===== src/rtl/pipeline_hazard_ctrl.sv =====
// pipeline_hazard_ctrl
// Stall/flush sequencer for a 5-stage RV32I pipeline. Resolves dmem wait
// states, EX-stage redirects and load-use hazards by fixed priority, tracks
// dmem wait length with a timeout FSM and keeps saturating perf counters.
//
// Handshake: there is no valid/ready pair on this block. mem_req_i/mem_ready_i
// form a request/complete pair: an access completes in any cycle where both
// are high; a cycle with mem_req_i=1 and mem_ready_i=0 is a wait cycle that
// freezes everything upstream of MEM and bubbles MEM/WB.
module pipeline_hazard_ctrl #(
  parameter int REG_ADDR_W  = 5,
  parameter int CNT_W       = 32,
  parameter int MEM_TIMEOUT = 16
) (
  input  logic                  clk_i,
  input  logic                  reset_ni,
  input  logic [REG_ADDR_W-1:0] id_rs1_i,
  input  logic [REG_ADDR_W-1:0] id_rs2_i,
  input  logic                  id_uses_rs1_i,
  input  logic                  id_uses_rs2_i,
  input  logic [REG_ADDR_W-1:0] ex_rd_i,
  input  logic                  ex_mem_read_i,
  input  logic                  ex_redirect_i,
  input  logic                  mem_req_i,
  input  logic                  mem_ready_i,
  output logic                  pc_en_o,
  output logic                  ifid_en_o,
  output logic                  idex_en_o,
  output logic                  exmem_en_o,
  output logic                  ifid_flush_o,
  output logic                  idex_flush_o,
  output logic                  memwb_flush_o,
  output logic [CNT_W-1:0]      stall_cnt_o,
  output logic [CNT_W-1:0]      flush_cnt_o,
  output logic                  mem_err_o,
  output logic [1:0]            dbg_state_o
);

  typedef enum logic [1:0] {
    ST_RUN      = 2'd0,
    ST_MEM_WAIT = 2'd1,
    ST_ERR      = 2'd2
  } state_t;

  // Wait count value at which one more wait cycle is a timeout.
  localparam logic [7:0] LP_LAST_WAIT = 8'(MEM_TIMEOUT - 1);

  state_t           r_state;
  state_t           w_state_nxt;
  logic [7:0]       r_wait_cnt;
  logic [7:0]       w_wait_cnt_nxt;
  logic [CNT_W-1:0] r_stall_cnt;
  logic [CNT_W-1:0] r_flush_cnt;
  logic             r_mem_err;

  logic w_wait;
  logic w_load_use;
  logic w_redirect_evt;
  logic w_stall_evt;
  logic w_pc_en, w_ifid_en, w_idex_en, w_exmem_en;
  logic w_ifid_flush, w_idex_flush, w_memwb_flush;

  assign w_wait = mem_req_i & ~mem_ready_i;

  assign w_load_use = ex_mem_read_i && (ex_rd_i != '0) &&
                      ((id_uses_rs1_i && (id_rs1_i == ex_rd_i)) ||
                       (id_uses_rs2_i && (id_rs2_i == ex_rd_i)));

  // State and wait counter register.
  always_ff @(posedge clk_i or negedge reset_ni) begin
    if (!reset_ni) begin
      r_state    <= ST_RUN;
      r_wait_cnt <= 8'd0;
    end else begin
      r_state    <= w_state_nxt;
      r_wait_cnt <= w_wait_cnt_nxt;
    end
  end

  // Next-state logic for the dmem wait/timeout FSM.
  always_comb begin
    w_state_nxt    = r_state;
    w_wait_cnt_nxt = r_wait_cnt;
    case (r_state)
      ST_RUN: begin
        if (w_wait) begin
          if (MEM_TIMEOUT == 1) begin
            w_state_nxt = ST_ERR;
          end else begin
            w_state_nxt    = ST_MEM_WAIT;
            w_wait_cnt_nxt = 8'd1;
          end
        end
      end
      ST_MEM_WAIT: begin
        if (mem_ready_i) begin
          // Completion in the would-be timeout cycle still counts as success.
          w_state_nxt    = ST_RUN;
          w_wait_cnt_nxt = 8'd0;
        end else if (w_wait && (r_wait_cnt == LP_LAST_WAIT)) begin
          w_state_nxt = ST_ERR;
        end else if (r_wait_cnt != 8'hFF) begin
          w_wait_cnt_nxt = r_wait_cnt + 8'd1;
        end
      end
      ST_ERR: begin
        w_state_nxt = ST_ERR;
      end
      default: begin
        w_state_nxt    = ST_RUN;
        w_wait_cnt_nxt = 8'd0;
      end
    endcase
  end

  // Priority resolution of enables and flushes: ERR, wait, redirect, load-use.
  always_comb begin
    w_pc_en        = 1'b1;
    w_ifid_en      = 1'b1;
    w_idex_en      = 1'b1;
    w_exmem_en     = 1'b1;
    w_ifid_flush   = 1'b0;
    w_idex_flush   = 1'b0;
    w_memwb_flush  = 1'b0;
    w_redirect_evt = 1'b0;
    if (r_state == ST_ERR) begin
      w_pc_en       = 1'b0;
      w_ifid_en     = 1'b0;
      w_idex_en     = 1'b0;
      w_exmem_en    = 1'b0;
      w_ifid_flush  = 1'b1;
      w_idex_flush  = 1'b1;
      w_memwb_flush = 1'b1;
    end else if (w_wait) begin
      // EX stays frozen, so a pending redirect or load-use is re-presented later.
      w_pc_en       = 1'b0;
      w_ifid_en     = 1'b0;
      w_idex_en     = 1'b0;
      w_exmem_en    = 1'b0;
      w_memwb_flush = 1'b1;
    end else if (ex_redirect_i) begin
      // The ID instruction is squashed, so no load-use stall is needed.
      w_ifid_flush   = 1'b1;
      w_idex_flush   = 1'b1;
      w_redirect_evt = 1'b1;
    end else if (w_load_use) begin
      w_pc_en      = 1'b0;
      w_ifid_en    = 1'b0;
      w_idex_flush = 1'b1;
    end
  end

  assign w_stall_evt = (r_state != ST_ERR) && !w_pc_en;

  // Reset forces the whole pipeline to hold and bubble, independent of the clock.
  assign pc_en_o       = reset_ni & w_pc_en;
  assign ifid_en_o     = reset_ni & w_ifid_en;
  assign idex_en_o     = reset_ni & w_idex_en;
  assign exmem_en_o    = reset_ni & w_exmem_en;
  assign ifid_flush_o  = ~reset_ni | w_ifid_flush;
  assign idex_flush_o  = ~reset_ni | w_idex_flush;
  assign memwb_flush_o = ~reset_ni | w_memwb_flush;

  // Saturating stall and redirect-flush perf counters.
  always_ff @(posedge clk_i or negedge reset_ni) begin
    if (!reset_ni) begin
      r_stall_cnt <= '0;
      r_flush_cnt <= '0;
    end else begin
      if (w_stall_evt && (r_stall_cnt != '1)) begin
        r_stall_cnt <= r_stall_cnt + 1'b1;
      end
      if (w_redirect_evt && (r_flush_cnt != '1)) begin
        r_flush_cnt <= r_flush_cnt + 1'b1;
      end
    end
  end

  // Sticky timeout flag, raised one cycle after the FSM lands in ERR.
  always_ff @(posedge clk_i or negedge reset_ni) begin
    if (!reset_ni) begin
      r_mem_err <= 1'b0;
    end else if (r_state == ST_ERR) begin
      r_mem_err <= 1'b1;
    end
  end

  assign stall_cnt_o = r_stall_cnt;
  assign flush_cnt_o = r_flush_cnt;
  assign mem_err_o   = r_mem_err;
  assign dbg_state_o = r_state;

endmodule


===== config.mk =====
export PLATFORM = sky130hd
export DESIGN_NAME = pipeline_hazard_ctrl
export DESIGN_NICKNAME = d
export VERILOG_FILES = /design/src/rtl/pipeline_hazard_ctrl.sv
export SDC_FILE = /design/constraint.sdc
export NUM_CORES = 1
export LEC_CHECK = 0
export ABC_CLOCK_PERIOD_IN_PS = 2450
export CAP_MARGIN = 0
export CELL_PAD_IN_SITES_DETAIL_PLACEMENT = 0
export CELL_PAD_IN_SITES_GLOBAL_PLACEMENT = 2
export CORE_AREA = 2 2 116 118
export DETAILED_ROUTE_END_ITERATION = 10
export DIE_AREA = 0 0 118 120
export GPL_ROUTABILITY_DRIVEN = 0
export PLACE_DENSITY = 0.83
export REMOVE_ABC_BUFFERS = 1
export SETUP_SLACK_MARGIN = 0.05
export SYNTH_ARGS = -nofsm -noshare
export SYNTH_HDL_FRONTEND = slang
export SYNTH_SLANG_ARGS = --single-unit

===== constraint.sdc =====
create_clock -name clk_i -period 2.45 [get_ports clk_i]
set_input_delay 0.49 -clock clk_i [delete_from_list [all_inputs] [get_ports clk_i]]
set_output_delay 0.49 -clock clk_i [all_outputs]
set_load 0.01 [all_outputs]

==> summary.md, run 1 <==
| Metric | Value |
|---|---|
| TritonRoute pass-1 iters | 4 |
| #FFs+latches synth | 75 |
| Vias | 3,292 |
| Critical Path Max Stage Delay | 0.51 ns |
| Largest net degree at the start of global routing | 76 |
| R2R Path End | r_wait_cnt[0]$_DFFE_PN0P_ |
| Design area | 5760 sq um |
| Synth area leader | dfrtp_1 |
| Cell count after synthesis | 389 |
| Port Buffers | 96 |
| H-tree Lvls | 3 |
| Critical Path Slowest Stage Cell | clkdlybuf4s50_1 |
| Critical R2R Launch | r_wait_cnt[5]$_DFFE_PN0P_ |
| Final Util | 44.3% |
| Status | finished, final reports clean |
| Root Driver | clkbuf_16 |
| Area of the core | 13,000 sq um |
| Num Clock Sinks | 75 |
| Initial Util | 30.4% |
| Kind of critical path | in2out |
| Layout overhead on the synthesized area | 45.8% |
| DIE WIDTH | 118 um |
| CP arrival | 1.87 ns |
| Post-Place Cell Area | around 5300 sq um |
| Num CTS Buffers | 9 |
| Reg2reg setup slack | about 0.22 ns |
| Synth top cells by count | dfrtp_1 (75), xnor2_1 (40), nand2_1 (39), xor2_1 (30), nand3_1 (29) |
| Drt drc | 0 |
| Routed wire length | slightly below 10,000 um |
| RSZ-0062 raised after global routing | true |
| LEAKAGE | ~2.5 nW |
| Max Transition Viols Final | 0 |
| Initial antenna violation count | 0 |
| Part of the power in the clock network | 44.1% |
| NetSw | 0.853 mW |
| Vias/cell | roughly 4.7 |
| Non-Filler Instances | between 700 and 800 |
| Crit-path max FO | 3 |
| Gr ovfl total | 0 |
| TNS Setup | 0 ns |
| # nets final | 549 |
| Register share of total power | 39.7% |
| Worst Clk Skew | 0.00592 ns |
| Final setup viols | 0 |
| Syn_area_per_cell | about 10 sq um |
| Library cells used by synthesis | 53 |
| Final ANT Viol Nets | 0 |
| Worst-Margin Slew | 0.974 ns |
| Antenna cells | 0 |
| First-pass GRT wire length | between 15,000 and 20,000 um |
| Setup crit start | mem_ready_i |
| Worst setup path end | memwb_flush_o |
| DR iter-0 viols | 86 |
| Rows | 42 |
| Sw frac | 23.8% |
| DIE AREA | 14,200 sq um |
| CP required | 1.96 ns |
| Worst Reg-to-Reg Cells | 6 |
| Crit end category | primary output |
| Highest clock rate | 423 MHz |
| Logic pwr share | 16.2% |
| Cell with the most instances after synthesis | dfrtp_1 |
| Max Buffers Root-to-Sink | 2 |
| Top-area cell type share of the netlist area | 47.5% |
| DR WL/cell | 13.7 um |
| Most used cell, CP | clkdlybuf4s50_1 |
| Warning count from the yosys run | 0 |
| Max_slew headroom | between 30% and 40% |
| Total track usage | 13.9% |
| Post-synthesis sequential area ratio | a little under half |
| Top FF cell, synth | dfrtp_1 |
| Synth top area cells | dfrtp_1 (48%), xnor2_1 (8.9%), xor2_1 (6.7%) |
| Number of global-route vias before repair | 3,359 |
| Clock slew at reported path FFs | about 0.06 ns |
| Worst path cell trace | clkdlybuf4s50_1 -> nand2b_4 -> nand3_2 -> buf_4 -> clkdlybuf4s50_1 |
| Placed instance count | 686 |
| Worst IR Drop VDD | 0.000288 V |
| Post-synth EDFFs | 0 |
| CTS tree | built |
| Final min period | approximately 2.4 ns |
| Worst skew pair latency | ~0.33 ns |
| Fraction of registers with async set/reset | 100% |
| DP HPWL | ~7100 um |
| Hold Violations, Final | 0 |
| Critical path launch point type | input port |
| Total power | ~3.6 mW |
| P per Cell Area | just over 600 nW/um^2 |
| Internal | 2.73 mW |
| HP Class | in2async |
| Final Cycle Share | 96.5% |
| Die height | 120 um |
| Area of the mapped netlist | 3950 sq um |
| Max-cap violations | 0 |
| # IOs | 97 |
| Share of cells above drive strength 1 | 16.3% |
worst min-delay path by stage:
| stage | slack, ns | start | cells after the start | to |
|---|---|---|---|---|
| CTS | 0.47 | reset_ni | 2 | dbg_state_o[1]$_DFFE_PN0P_ |
| finish | 0.43 | reset_ni | 2 | stall_cnt_o[29]$_DFFE_PN0P_ |
| floorplan | 0.19 | reset_ni | 0 | dbg_state_o[0]$_DFFE_PN0P_ |
| detailed placement | 0.45 | mem_err_o$_DFFE_PN0P_ | 1 | mem_err_o$_DFFE_PN0P_ |
| global route | 0.49 | mem_err_o$_DFFE_PN0P_ | 1 | mem_err_o$_DFFE_PN0P_ |
| global placement | 0.46 | mem_err_o$_DFFE_PN0P_ | 1 | mem_err_o$_DFFE_PN0P_ |
through the flow:
| stage | worst slack [ns] | hold slack, ns |
|---|---|---|
| 5_1_grt | 0.0488 | 0.490 |
| 4_1_cts | 0.0610 | 0.472 |
| 6_report | 0.0858 | 0.427 |
| 3_3_place_gp | -0.534 | 0.460 |
| 2_1_floorplan | 0.00663 | 0.194 |
| 3_5_place_dp | -0.575 | 0.454 |
cells by family after synthesis:
| group | share of synthesized area [%] |
|---|---|
| XOR/XNOR | 15.5 |
| AO/OA/AOI/OAI | 5.67 |
| multiplexers | 1.46 |
| adder cells (fa/ha/maj) | 0.951 |
| AND/OR/NAND/NOR | 26.6 |
| buffers and inverters | 2.22 |
| flip-flops | 47.5 |
repair_timing:
item | CTS | global route
hold buffers | 0 | 0
setup endpoints to repair | 29 | 10
cloned | 0 | 0
resized for setup | 38 | 12
setup buffers | 1 | 1
pin swaps | 16 | 10
power groups by stage:
stage / registers [mW] / logic (mW) / clock network [mW]
after CTS: 1.42 / 0.592 / 1.63
after global routing: 1.44 / 0.632 / 1.68
after detailed placement: 1.45 / 0.591 / 0
after global placement: 1.44 / 0.584 / 0
final: 1.42 / 0.579 / 1.58
after floorplan: 1.47 / 0.197 / 0
worst max-delay path: cells and delay by family:
family        cells  cell delay [ns]
simple gates      2             0.25
buf+inv           3             1.13
per-layer routing:
layer	GRT usage [%]	routed length (um)	up-vias	share of wire, %
met5	0	0	-	0
met4	6.33	172	0	1.8
met3	2.52	362	12	3.8
met2	23.5	4740	69	49
met1	17.5	4350	1582	45
li1	-	-	1629	-
layout by cell type (no fill, tap or decap), drive strengths merged, types with 2 or more instances in the layout:
cell type,n
a21oi,7
a31oi,3
and2,7
and3,11
and4,5
buf,38
bufinv,3
clkbuf,14
clkdlybuf4s15,2
clkdlybuf4s50,74
dfrtp,75
dlygate4sd2,12
dlymetal6s2s,2
ha,3
inv,9
mux2,3
mux2i,2
nand2,39
nand2b,8
nand3,29
nand4,18
nor2,26
nor2b,5
nor3,22
nor4,7
o21ai,7
o21bai,2
o31ai,2
or2,3
or3,4
xnor2,40
xor2,30
flip-flops by register name, indices dropped and copies added (netlist names):
| register | count |
|---|---|
| mem_err_o | 1 |
| r_wait_cnt | 8 |
| stall_cnt_o | 32 |
| dbg_state_o | 2 |
| flush_cnt_o | 32 |
area by class of cell:
class	instances	area [sq um]
fill	1287	7220
multi-input combinational	298	2070
sequential	75	1880
timing repair buffer	130	1190
clock buffer	12	267
tap	176	220
clock inverter	4	95.1
inverter	9	33.8
No activity file was read; power rests on OpenSTA's default activity.
==> run 2: changes to the inputs <==
- GPL_TIMING_DRIVEN: default -> 0
==> summary.md, run 2 (synthesis results as in run 1) <==
| Metric | Value |
|---|---|
| Status | finished, final reports clean |
| Number of global-route vias before repair | 3,293 (-2.0%) |
| Non-Filler Instances | 688 (-2.3%) |
| CP bufs+invs | 3 (unchanged) |
| Final Cycle Share | 96.1% (-0.37 points) |
| # IOs | 97 (unchanged) |
| Die height | 120 um (unchanged) |
| Max Transition Viols Final | 0 (unchanged) |
| TNS Setup | 0 ns (unchanged) |
| Worst-Margin Slew | 0.586 ns (-0.388 ns) |
| H-tree Lvls | 3 (unchanged) |
| Critical Path Slowest Stage Cell | or3_4 |
| Clock slew at reported path FFs | 0.06 ns (about the same) |
| Port Buffers | 96 (unchanged) |
| HP Class | in2async |
| Worst path cell trace | clkdlybuf4s15_1 -> or4_4 -> o21ai_2 -> buf_4 -> buf_4 -> o31a_1 -> or3_4 -> or3_4 -> xnor2_2 |
| Total power | 3.15 mW (-12%) |
| Reg2reg setup slack | 0.18 ns (-0.04 ns) |
| Sw frac | 26.7% (+2.9 points) |
| Commonest non-fill, non-tap cell in the layout | clkdlybuf4s50_1 |
| Num Clock Sinks | 75 (unchanged) |
| Crit-path leading delay family | simple AND/OR/NAND/NOR gates |
| Max_slew headroom | 60.7% (+26 points) |
| RSZ-0062 raised after global routing | false |
| Logic pwr share | 17.1% (+0.9 points) |
| Total track usage | 14.0% (+0.077 points) |
| Area of the core | 13,000 sq um (unchanged) |
| Max-cap violations | 0 (unchanged) |
| Final min period | 2.36 ns (-0.00896 ns) |
| Commonest cells after routing, fill and taps aside | clkdlybuf4s50_1 (75), dfrtp_1 (74), xnor2_1 (39), nand2_1 (39), xor2_1 (30) |
| Layout overhead on the synthesized area | 42.3% |
| Design area | 5620 sq um (-2.4%) |
| Worst IR Drop VDD | 0.000256 V (-11%) |
| Placed instance count | 655 (-4.5%) |
| DIE WIDTH | 118 um (unchanged) |
| # hold bufs at CTS | 0 (unchanged) |
| DP HPWL | 6900 um (-3.4%) |
| Min setup slack post-route | 0.0948 ns (+0.00896 ns) |
| CP arrival | 2.56 ns (+0.69 ns) |
| Routed wire length | 9790 um (+1.7%) |
| Final setup viols | 0 (unchanged) |
| Kind of critical path | in2reg |
| Initial Util | 30.4% (unchanged) |
| Share of cells above drive strength 1 | 14.8% (-1.4 points) |
| # nets final | 533 (-2.9%) |
| Final ANT Viol Nets | 0 (unchanged) |
| Vias | 3,330 (+1.2%) |
| Max Buffers Root-to-Sink | 2 (unchanged) |
| Antenna cells | 0 (unchanged) |
| Hold Violations, Final | 0 (unchanged) |
| Critical Path Max Stage Delay | 0.51 ns (about the same) |
| Min Hold Slack | 0.0569 ns (-0.370 ns) |
| Drt drc | 0 (unchanged) |
| DIE AREA | 14,200 sq um (unchanged) |
| Num CTS Buffers | 9 (unchanged) |
| NetSw | 0.840 mW (-1.4%) |
| CP required | 2.66 ns (+0.70 ns) |
| Part of the power in the clock network | 37.3% (-6.8 points) |
| Final Util | 43.3% (-1.1 points) |
| Root Driver | clkbuf_16 |
| Crit end category | flip-flop |
| Highest clock rate | 425 MHz (+0.38%) |
| Filler cell count | 1,250 (-2.9%) |
| Largest net degree at the start of global routing | 41 (-46%) |
| TritonRoute pass-1 iters | 4 (unchanged) |
| DR iter-0 viols | 167 (+94%) |
| P per Cell Area | 560 nW/um^2 (-10%) |
| Crit-path max FO | 8 (+5) |
| CTS tree | built |
| Rows | 42 (unchanged) |
| Gr ovfl total | 0 (unchanged) |
| LEAKAGE | 2.50 nW (-2.0%) |
| Setup WS pre-CTS | -0.671 ns (-0.0959 ns) |
| Initial antenna violation count | 0 (unchanged) |
| Internal | 2.31 mW (-15%) |
| Vias/cell | 4.84 (+3.5%) |
| Register share of total power | 45.6% (+5.9 points) |
| DR WL/cell | 14.2 um (+4.1%) |
| Critical path launch point type | input port |
| Worst skew pair latency | 0.33 ns (about the same) |
| First-pass GRT wire length | 16,000 um (+0.26%) |
| Post-Place Cell Area | 5090 sq um (-4.4%) |
| Worst Clk Skew | 0.00749 ns (+0.00156 ns) |
## run 2: cell types whose count changed in the layout (fill, tap and decap cells not counted), sizes merged, moves of 2 or more
cell	before	now
clkinv	1	3
dlymetal6s2s	2	10
bufinv	3	0
buf	38	21
dlygate4sd2	12	3
clkbuf	14	16
## run 2: final timing paths
kind | from | endpoint | cells past startpoint
min | reset_ni | stall_cnt_o[29]$_DFFE_PN0P_ | 1
max | ex_rd_i[2] | stall_cnt_o[6]$_DFFE_PN0P_ | 9
max in group asynchronous | reset_ni | flush_cnt_o[24]$_DFFE_PN0P_ | 2
max reg2reg | r_wait_cnt[6]$_DFFE_PN0P_ | r_wait_cnt[0]$_DFFE_PN0P_ | 6
min in group clk_i | mem_err_o$_DFFE_PN0P_ | mem_err_o$_DFFE_PN0P_ | 1
min reg2reg | mem_err_o$_DFFE_PN0P_ | mem_err_o$_DFFE_PN0P_ | 1
## run 2: repair_timing
action	4_1_cts	5_1_grt
resized for setup	35	31
setup endpoints to repair	36	34
cloned	1	0
setup buffers	8	8
pin swaps	6	12
## run 2: routing by layer
| metal | vias to the layer above | global-route usage (%) | routed length (um) |
|---|---|---|---|
| met5 | - | 0 | 0 |
| met4 | 0 | 6.63 | 218 |
| met3 | 15 | 2.04 | 436 |
| li1 | 1609 | - | - |
| met1 | 1619 | 18.9 | 4550 |
| met2 | 87 | 22.2 | 4580 |
## run 2: power groups by stage
stage / clock, mW / combinational (mW) / sequential (mW)
finish: 1.17 / 0.539 / 1.44
global route: 1.26 / 0.595 / 1.45
floorplan: 0 / 0.197 / 1.47
global placement: 0 / 0.508 / 1.45
detailed placement: 0 / 0.518 / 1.46
CTS: 1.22 / 0.534 / 1.44
## run 2: final cells by class
type                    count  area, sq um  area share [%]
well taps                 176          220            3.92
repair buffers            113         1100            19.5
inverters                   9         33.8           0.601
clock inverters             3         15.0           0.267
multi-input cells         299         2130            38.0
flip-flops and latches     75         1880            33.4
clock buffers              13          240            4.28
## run 2: worst register-to-register path: cells and delay by family (launching register included)
kind,cells,cell delay (ns)
mux,1,0.31
compound gates,3,0.46
simple gates,2,0.97
flops,1,0.42
